**src/rtl/seg_capture_pkg.sv**
```systemverilog
// Shared seven-segment definitions: glyph table, blank pattern, capture FSM states.
package seg_capture_pkg;

    // Canonical glyphs, bit6=g .. bit0=a, indexed by hex value.
    localparam logic [6:0] GLYPH_TABLE [16] = '{
        7'h3F, 7'h06, 7'h5B, 7'h4F, 7'h66, 7'h6D, 7'h7D, 7'h07,
        7'h7F, 7'h67, 7'h77, 7'h7C, 7'h39, 7'h5E, 7'h79, 7'h71
    };

    // All segments dark; never a legal glyph.
    localparam logic [6:0] SEG_BLANK = 7'h00;

    typedef enum logic [1:0] {
        ST_IDLE   = 2'd0,
        ST_SETTLE = 2'd1,
        ST_HELD   = 2'd2
    } state_e;

endpackage

```
**src/rtl/seg_glyph_encode.sv**
```systemverilog
// Combinational segment pattern -> {illegal, nibble}, driven from the shared glyph table.
module seg_glyph_encode
    import seg_capture_pkg::*;
(
    input  logic [6:0] seg_i,
    output logic       illegal_o,
    output logic [3:0] nib_o
);

    // Table search; anything not in the table (including blank) is illegal with nibble 0.
    always_comb begin
        illegal_o = 1'b1;
        nib_o     = '0;
        if (seg_i != SEG_BLANK) begin
            for (int unsigned i = 0; i < 16; i++) begin
                if (seg_i == GLYPH_TABLE[i]) begin
                    illegal_o = 1'b0;
                    nib_o     = 4'(i);
                end
            end
        end
    end

endmodule

```
**src/rtl/seg_capture.sv**
```systemverilog
// Sniffs a multiplexed seven-segment bus, recovers per-digit hex nibbles after a stable
// dwell, and publishes a coherent snapshot once every digit has been captured.
module seg_capture
    import seg_capture_pkg::*;
#(
    parameter int unsigned COM_ANODE      = 1,
    parameter int unsigned DIG_ACTIVE_LOW = 1,
    parameter int unsigned NUM_DIGITS     = 4,
    parameter int unsigned STABLE_CYCLES  = 16
) (
    input  logic                    clk,
    input  logic                    rst,
    input  logic [6:0]              seg_in,
    input  logic [NUM_DIGITS-1:0]   dig_in,
    output logic [4*NUM_DIGITS-1:0] digit_nib,
    output logic [NUM_DIGITS-1:0]   digit_err,
    output logic                    digit_update,
    output logic [4*NUM_DIGITS-1:0] frame_value,
    output logic                    frame_err,
    output logic                    frame_valid
);

    localparam int unsigned CW = $clog2(STABLE_CYCLES + 1);
    localparam int unsigned SW = 7 + NUM_DIGITS;

    logic [6:0]              seg_s1_q, seg_s2_q;
    logic [NUM_DIGITS-1:0]   dig_s1_q, dig_s2_q;

    logic [6:0]              seg_n;
    logic [NUM_DIGITS-1:0]   dig_n;
    logic [SW-1:0]           smp;
    logic                    smp_onehot;

    state_e                  state_q;
    logic [CW-1:0]           cnt_q;
    logic [SW-1:0]           lat_q;
    logic [NUM_DIGITS-1:0]   seen_q;
    logic [4*NUM_DIGITS-1:0] nib_q, fval_q;
    logic [NUM_DIGITS-1:0]   err_q;
    logic                    upd_q, ferr_q, fvalid_q;

    logic                    enc_illegal;
    logic [3:0]              enc_nib;
    logic [4*NUM_DIGITS-1:0] nib_d;
    logic [NUM_DIGITS-1:0]   err_d, seen_d;

    // Two-flop synchronizer for the asynchronous bus.
    always_ff @(posedge clk or posedge rst) begin
        if (rst) begin
            seg_s1_q <= '0;
            seg_s2_q <= '0;
            dig_s1_q <= '0;
            dig_s2_q <= '0;
        end else begin
            seg_s1_q <= seg_in;
            seg_s2_q <= seg_s1_q;
            dig_s1_q <= dig_in;
            dig_s2_q <= dig_s1_q;
        end
    end

    assign seg_n      = (COM_ANODE != 0)      ? ~seg_s2_q : seg_s2_q;
    assign dig_n      = (DIG_ACTIVE_LOW != 0) ? ~dig_s2_q : dig_s2_q;
    assign smp        = {seg_n, dig_n};
    assign smp_onehot = $onehot(dig_n);

    seg_glyph_encode u_enc (
        .seg_i     (seg_n),
        .illegal_o (enc_illegal),
        .nib_o     (enc_nib)
    );

    // Digit state as it would look after a capture of the currently strobed digit.
    always_comb begin
        nib_d  = nib_q;
        err_d  = err_q;
        seen_d = seen_q;
        for (int unsigned i = 0; i < NUM_DIGITS; i++) begin
            if (dig_n[i]) begin
                nib_d[4*i +: 4] = enc_nib;
                err_d[i]        = enc_illegal;
                seen_d[i]       = 1'b1;
            end
        end
    end

    // Dwell FSM with registered capture and frame snapshot.
    always_ff @(posedge clk or posedge rst) begin
        if (rst) begin
            state_q  <= ST_IDLE;
            cnt_q    <= '0;
            lat_q    <= '0;
            seen_q   <= '0;
            nib_q    <= '0;
            err_q    <= '0;
            upd_q    <= 1'b0;
            fval_q   <= '0;
            ferr_q   <= 1'b0;
            fvalid_q <= 1'b0;
        end else begin
            upd_q    <= 1'b0;
            fvalid_q <= 1'b0;
            unique case (state_q)
                ST_IDLE: begin
                    if (smp_onehot) begin
                        state_q <= ST_SETTLE;
                        cnt_q   <= CW'(1);
                        lat_q   <= smp;
                    end
                end
                ST_SETTLE: begin
                    if (smp == lat_q) begin
                        // This edge sees the final sample of the dwell, so capture now.
                        if (cnt_q >= CW'(STABLE_CYCLES - 1)) begin
                            state_q <= ST_HELD;
                            cnt_q   <= CW'(STABLE_CYCLES);
                            nib_q   <= nib_d;
                            err_q   <= err_d;
                            upd_q   <= 1'b1;
                            if (&seen_d) begin
                                fval_q   <= nib_d;
                                ferr_q   <= |err_d;
                                fvalid_q <= 1'b1;
                                seen_q   <= '0;
                            end else begin
                                seen_q   <= seen_d;
                            end
                        end else begin
                            cnt_q <= cnt_q + CW'(1);
                        end
                    end else if (smp_onehot) begin
                        cnt_q <= CW'(1);
                        lat_q <= smp;
                    end else begin
                        state_q <= ST_IDLE;
                        cnt_q   <= '0;
                    end
                end
                ST_HELD: begin
                    if (smp != lat_q) begin
                        if (smp_onehot) begin
                            state_q <= ST_SETTLE;
                            cnt_q   <= CW'(1);
                            lat_q   <= smp;
                        end else begin
                            state_q <= ST_IDLE;
                            cnt_q   <= '0;
                        end
                    end
                end
                default: begin
                    state_q <= ST_IDLE;
                    cnt_q   <= '0;
                end
            endcase
        end
    end

    assign digit_nib    = nib_q;
    assign digit_err    = err_q;
    assign digit_update = upd_q;
    assign frame_value  = fval_q;
    assign frame_err    = ferr_q;
    assign frame_valid  = fvalid_q;

endmodule

```
**config.mk**
```make
export PLATFORM = sky130hd
export DESIGN_NAME = seg_capture
export DESIGN_NICKNAME = d
export VERILOG_FILES = /design/src/rtl/seg_capture_pkg.sv /design/src/rtl/seg_glyph_encode.sv /design/src/rtl/seg_capture.sv
export SDC_FILE = /design/constraint.sdc
export NUM_CORES = 1
export LEC_CHECK = 0
export CORE_MARGIN = 4
export CORE_UTILIZATION = 60
export DETAILED_ROUTE_END_ITERATION = 7
export PLACE_DENSITY = 0.86
export SYNTH_ARGS = -nofsm -noshare
export SYNTH_HDL_FRONTEND = slang
export SYNTH_HIERARCHICAL = 1
export SYNTH_SLANG_ARGS = --single-unit
```
**constraint.sdc**
```tcl
create_clock -name clk -period 4.3 [get_ports clk]
set_input_delay 0.43 -clock clk [delete_from_list [all_inputs] [get_ports clk]]
set_output_delay 0.43 -clock clk [all_outputs]
set_load 0.005 [all_outputs]
```
==> metrics.txt, run 1 <==
status finished clean; minimum clock period 2790 ps; crit-path max FO 11; Tcrit/Tclk final 0.649; first-pass GRT wire length 14.2 mm; Via density 5.96; fin cells 448; total global-route track usage 0.218; Fmax 0.358 GHz; list of most frequent post-synthesis cells dfrtp_1, mux2_2, inv_1; CTS Hold Bufs 0; VDD IR-drop max 0.265 mV; core footprint 6460 um2; Worst setup SP type flip-flop; Clock Tree Buf Depth 2; post-synth top area share 0.511; Worst Slack Setup Final 1510 ps; max capacitance violation total 0; hold slack 347 ps; total detailed-routing wirelength 8.23 mm; Clock transition at path regs 90 ps; routability congestion estimate 0.802; Area growth syn-to-layout 17.9%; post-route antenna net violation count 0; Post-CTS Setup Inserts 0; 1st-pass router iterations 4; die area 8150 um2; nets@finish 384; Boundary Pins 52; CP Capture Type flip-flop; largest net degree at the start of global routing 55; DRT iter0 DRCs 146; setup TNS 0 ps; total CTS buffers 9; post-synthesis net count 334; leak pwr 2.15 nW; DIE HEIGHT 90.3 um; Resized Gates After CTS 0; ranking of synthesized cells by area dfrtp_1, mux2_2, mux2_4; die width 90.3 um; setup violators final 0; skew final 14.3 ps; placed instance area 4580 um2; RSZ-0062 raised after global routing no; antenna violations before repair 0; Worst-Skew Late Latency 370 ps; Slew Viols, Final 0; Reg area 2080 um2; Crit Path Category reg2reg; total grt overflow 0; number of hold violations in the final report 0; vias in the first global route 2737; top-count cell post-synth dfrtp_1; final instance area 4790 um2; Slew headroom 0.389; WP data arrival 3050 ps; PwrDens 369 nW/um2; post-DP HPWL 5.75 mm; worst slew pin tran 917 ps; register bit total from synthesis 83; share of cells above drive strength 1 0.278; Post-synth EDFFs 0; Post-Synthesis Cells 316; # diodes 0; CTS sink cnt 83; Initial Util 0.629; via count 2672; Fillers 419; unique cell type count in the Yosys netlist 56; htree depth 3; placed insts 432; Avg WL per Cell 18.4 um; CTS root buffer clkbuf_8; Syn Std Cell Area 4060 um2; Syn. warnings 6; Critical Path RT 4560 ps; ys async rst share 1.00; post-synth top area cell dfrtp_1; area occupied by multi-input gates 1790 um2; drc violations 0; register area share after synthesis 0.511; number of I/O port buffers 51; TritonCTS clock tree built; class of the tightest hold or removal check reg2reg; syn_area_per_cell 12.9 um2; Most used DFF post-synth dfrtp_1; FP Rows 29; Setup WS pre-CTS 1530 ps
[cell type report]
class,instances,area share
Sequential cell,83,0.434
Multi-Input combinational cell,196,0.374
Timing Repair Buffer,55,0.113
Clock buffer,9,0.0259
Tap cell,77,0.0201
Clock inverter,7,0.0170
Inverter,21,0.0167
[kinds of logic (layout without fill, tap and decap cells)]
kind of cell    after synthesis  in the layout  share of synthesized area
buf+inv                      37             92                     0.0484
xor+xnor                     13             13                     0.0299
mux                          64             64                      0.186
simple gates                 77             77                      0.137
compound gates               37             37                     0.0705
fa+ha+maj                     5              5                     0.0172
flops                        83             83                      0.511
[power breakdown]
part / leakage (nW) / internal, W / switching (W)
Clock: 0.103 / 0.000231 / 0.000328
Sequential: 1.08 / 0.000843 / 0.0000568
Combinational: 0.968 / 0.000134 / 0.000174
[cell usage in the layout, fill, tap and decap left out, types with 4 or more instances in the layout]
cell	count
nand2_1	8
ha_1	4
buf_4	4
nand3b_1	5
mux2_2	51
nor3_1	8
xnor2_1	11
nor4_1	4
nand3_1	8
mux2_4	10
nor2_1	8
nand4_1	5
inv_1	20
dfrtp_1	83
o21ai_0	4
o21ba_2	5
clkbuf_8	9
clkdlybuf4s50_1	51
nor4_4	5
nand2b_1	7
[final timing paths]
check	start	to	slack [ps]	depth (start not counted)
max in group asynchronous	rst	dig_s2_q[0]$_DFF_PP0_	2860	3
max	dig_s2_q[1]$_DFF_PP0_	lat_q[8]$_DFFE_PP0P_	1510	10
min	seg_s1_q[0]$_DFF_PP0_	seg_s2_q[0]$_DFF_PP0_	350	0
max reg2reg	dig_s2_q[1]$_DFF_PP0_	lat_q[8]$_DFFE_PP0P_	1510	10
min in group asynchronous	rst	seg_s1_q[6]$_DFF_PP0_	540	2
min reg2reg	seg_s1_q[0]$_DFF_PP0_	seg_s2_q[0]$_DFF_PP0_	350	0
[sequential cells by signal, summed over array words and instances (netlist names)]
name and cells:
digit_err 4, digit_update 1, dig_s1_q 4, seg_s2_q 7, cnt_q 5, frame_value 16
state_q 2, frame_err 1, digit_nib 16, frame_valid 1, dig_s2_q 4, lat_q 11
seen_q 4, seg_s1_q 7
[layer usage]
| metal | vias up | wire length [um] | part of all wire | GRT usage |
|---|---|---|---|---|
| met5 | - | 0 | 0 | 0 |
| met4 | 0 | 102 | 0.012 | 0.0727 |
| met3 | 12 | 332 | 0.040 | 0.0458 |
| met2 | 67 | 4080 | 0.50 | 0.354 |
| met1 | 1352 | 3720 | 0.45 | 0.294 |
| li1 | 1241 | - | - | - |
[critical path, stage by stage (launching register included)]
cell and delay [ps]:
dfrtp_1 600, fa_1 600, inv_1 40, ha_1 170, ha_1 290, nor2_1 100, nand2_1 90, a41oi_1 160
o21ai_0 130, buf_4 210, mux2_2 280
[through the flow]
| stage | power [W] | utilization |
|---|---|---|
| 6_report | 0.00177 | 0.741 |
| 5_1_grt | 0.00185 | 0.741 |
| 4_1_cts | 0.00178 | 0.741 |
| 3_5_place_dp | 0.00122 | 0.710 |
| 3_3_place_gp | 0.00121 | 0.710 |
| 2_1_floorplan | 0.00116 | - |
Note: power is estimated with default switching activity, not from simulation.
==> run 2, diff against run 1 <==
--- a/config.mk
+++ b/config.mk
@@ -6,9 +6,9 @@
 export NUM_CORES = 1
 export LEC_CHECK = 0
 export CORE_MARGIN = 4
-export CORE_UTILIZATION = 60
+export CORE_UTILIZATION = 55
 export DETAILED_ROUTE_END_ITERATION = 7
-export PLACE_DENSITY = 0.86
+export PLACE_DENSITY = 0.79
 export SYNTH_ARGS = -nofsm -noshare
 export SYNTH_HDL_FRONTEND = slang
 export SYNTH_HIERARCHICAL = 1
==> constraint.sdc (replaced) <==
create_clock -name clk -period 2.81 [get_ports clk]
set_input_delay 0.281 -clock clk [delete_from_list [all_inputs] [get_ports clk]]
set_output_delay 0.281 -clock clk [all_outputs]
set_load 0.005 [all_outputs]
==> run 2 against run 1 <==
Effect of this change:
- global-route usage is 1.0 points lower
- hold slack worse by 68 ps
- clock skew about the same
- sequential share of layout area is 0.78 points lower
- power is 52% higher
- utilization shrank 6.6 points
- critical path depth unchanged
- combinational power increased by 59%
- largest power group unchanged
==> metrics.txt, run 2 (synthesized netlist as in run 1, its figures left out) <==
routability congestion estimate 0.897 (+12%); CP delay by family, top adder cells; DRT iter0 DRCs 158 (+8.2%); WP data arrival 2790 ps (-260 ps); VDD IR-drop max 0.259 mV (-2.1%); post-DP HPWL 5.94 mm (+3.3%); crit path launch dig_s2_q[0]$_DFF_PP0_; leak pwr 2.18 nW (+1.2%); total grt overflow 0 (unchanged); total global-route track usage 0.208 (-0.0104); Clock transition at path regs 90 ps (about the same); number of hold violations in the final report 0 (unchanged); Clock Tree Buf Depth 2 (unchanged); htree depth 3 (unchanged); PwrDens 551 nW/um2 (+49%); worst slew pin tran 839 ps (-78.1 ps); Via density 5.64 (-5.4%); CTS root buffer clkbuf_8; most common cell after layout, fill and taps aside dfrtp_1; worst r2r src dig_s2_q[0]$_DFF_PP0_; Crit Path Category reg2reg; Worst setup SP type flip-flop; Fillers 546 (+30%); class of the tightest hold or removal check in2async; Resized Gates After CTS 0 (unchanged); FP Rows 31 (+6.9%); RSZ-0062 raised after global routing no; CTS sink cnt 83 (unchanged); drc violations 0 (unchanged); CTS Hold Bufs 0 (unchanged); via count 2685 (+0.49%); die width 93.9 um (+4.1%); vias in the first global route 2834 (+3.5%); total detailed-routing wirelength 8.40 mm (+2.1%); Tcrit/Tclk final 0.908 (+0.259); share of cells above drive strength 1 0.289 (+0.0115); die area 8830 um2 (+8.3%); Fmax 0.392 GHz (+9.4%); worst-path cell chain fa_1 -> inv_1 -> ha_1 -> ha_1 -> nor2_1 -> nand2_1 -> a41oi_1 -> o21ai_0 -> buf_4 -> mux2_2; Post-CTS Setup Inserts 0 (unchanged); # diodes 0 (unchanged); critical path endpoint lat_q[7]$_DFFE_PP0P_; Avg WL per Cell 17.7 um (-3.9%); WP buf/inv 2 (unchanged); commonest non-fill, non-tap cells in the layout dfrtp_1, mux2_2, clkdlybuf4s50_1; post-route antenna net violation count 0 (unchanged); Initial Util 0.563 (-0.0659); Slew Viols, Final 0 (unchanged); minimum clock period 2550 ps (-241 ps); slowest CP cell fa_1; Critical Path Stages 10 (unchanged); depth of the most critical reg-to-reg path 10 (unchanged); Crit path largest cell delay 540 ps (-60 ps); Critical Path RT 3050 ps (-1510 ps); nets@finish 390 (+1.6%); Boundary Pins 52 (unchanged); 1st-pass router iterations 4 (unchanged); Worst-Skew Late Latency 360 ps (about the same); reg2reg setup slack 260 ps (-1250 ps); core footprint 7210 um2 (+12%); crit-path max FO 12 (+1); most frequent CP cell ha_1; Total Power 0.00269 W (+52%); first-pass GRT wire length 14.1 mm (-0.72%); antenna violations before repair 0 (unchanged); Area growth syn-to-layout 20.0%; CP Capture Type flip-flop; worst reg2reg endpoint lat_q[7]$_DFFE_PP0P_; TritonCTS clock tree built; Slew headroom 0.441 (+0.0521); status finished clean; skew final 14.2 ps (-0.121 ps); max capacitance violation total 0 (unchanged); largest net degree at the start of global routing 51 (-7.3%); setup TNS 0 ps (unchanged); DIE HEIGHT 93.9 um (+4.1%); number of I/O port buffers 51 (unchanged); setup violators final 0 (unchanged); total CTS buffers 9 (unchanged)
==> run 2: per-stage QoR <==
| stage | instance area (um2) | utilization | hold slack (ps) | setup slack [ps] | cells |
|---|---|---|---|---|---|
| final | 4880 | 0.676 | 280 | 260 | 476 |
| after detailed placement | 4680 | 0.649 | 335 | 275 | 460 |
| after global routing | 4880 | 0.676 | 332 | 70.5 | 476 |
| after global placement | 4680 | 0.649 | 334 | 346 | 460 |
| after floorplan | 4060 | - | 312 | 355 | 316 |
| after CTS | 4880 | 0.676 | 292 | 260 | 476 |
==> run 2: worst min-delay path by stage <==
stage,from,endpoint,slack [ps],cells past startpoint
after floorplan,dig_in[0],dig_s1_q[0]$_DFF_PP0_,310,0
after detailed placement,dig_s1_q[2]$_DFF_PP0_,dig_s2_q[2]$_DFF_PP0_,330,0
after CTS,rst,dig_s1_q[2]$_DFF_PP0_,290,2
final,rst,dig_s1_q[2]$_DFF_PP0_,280,2
after global placement,seg_s1_q[5]$_DFF_PP0_,seg_s2_q[5]$_DFF_PP0_,330,0
after global routing,rst,dig_s1_q[2]$_DFF_PP0_,330,2
==> run 2: power breakdown <==
part           switching [W]  internal, W  leakage, nW
Sequential         0.0000733      0.00129         1.08
Clock               0.000451     0.000380       0.0941
Combinational       0.000277     0.000213         1.00
Total               0.000802      0.00188         2.18
==> run 2: layout make-up <==
| cell class | instances | area (um2) | share of cell area |
|---|---|---|---|
| tap | 99 | 124 | 0.0254 |
| clock buffer | 11 | 151 | 0.0310 |
| clock inverter | 5 | 43.8 | 0.00898 |
| timing repair buffer | 61 | 611 | 0.125 |
| multi-input combinational | 196 | 1790 | 0.367 |
| inverter | 21 | 80.1 | 0.0164 |
| sequential | 83 | 2080 | 0.426 |
==> run 2: worst reg2reg max path, cell delays in order (launching register included) <==
cell	delay, ps
dfrtp_1	410
fa_1	540
inv_1	40
ha_1	170
ha_1	300
nor2_1	110
nand2_1	100
a41oi_1	170
o21ai_0	110
buf_4	210
mux2_2	290
==> run 2: routing by layer <==
metal | GRT usage | wire [um]
met3 | 0.0569 | 467
met2 | 0.345 | 4280
met4 | 0.0566 | 106
met1 | 0.268 | 3550
met5 | 0 | 0
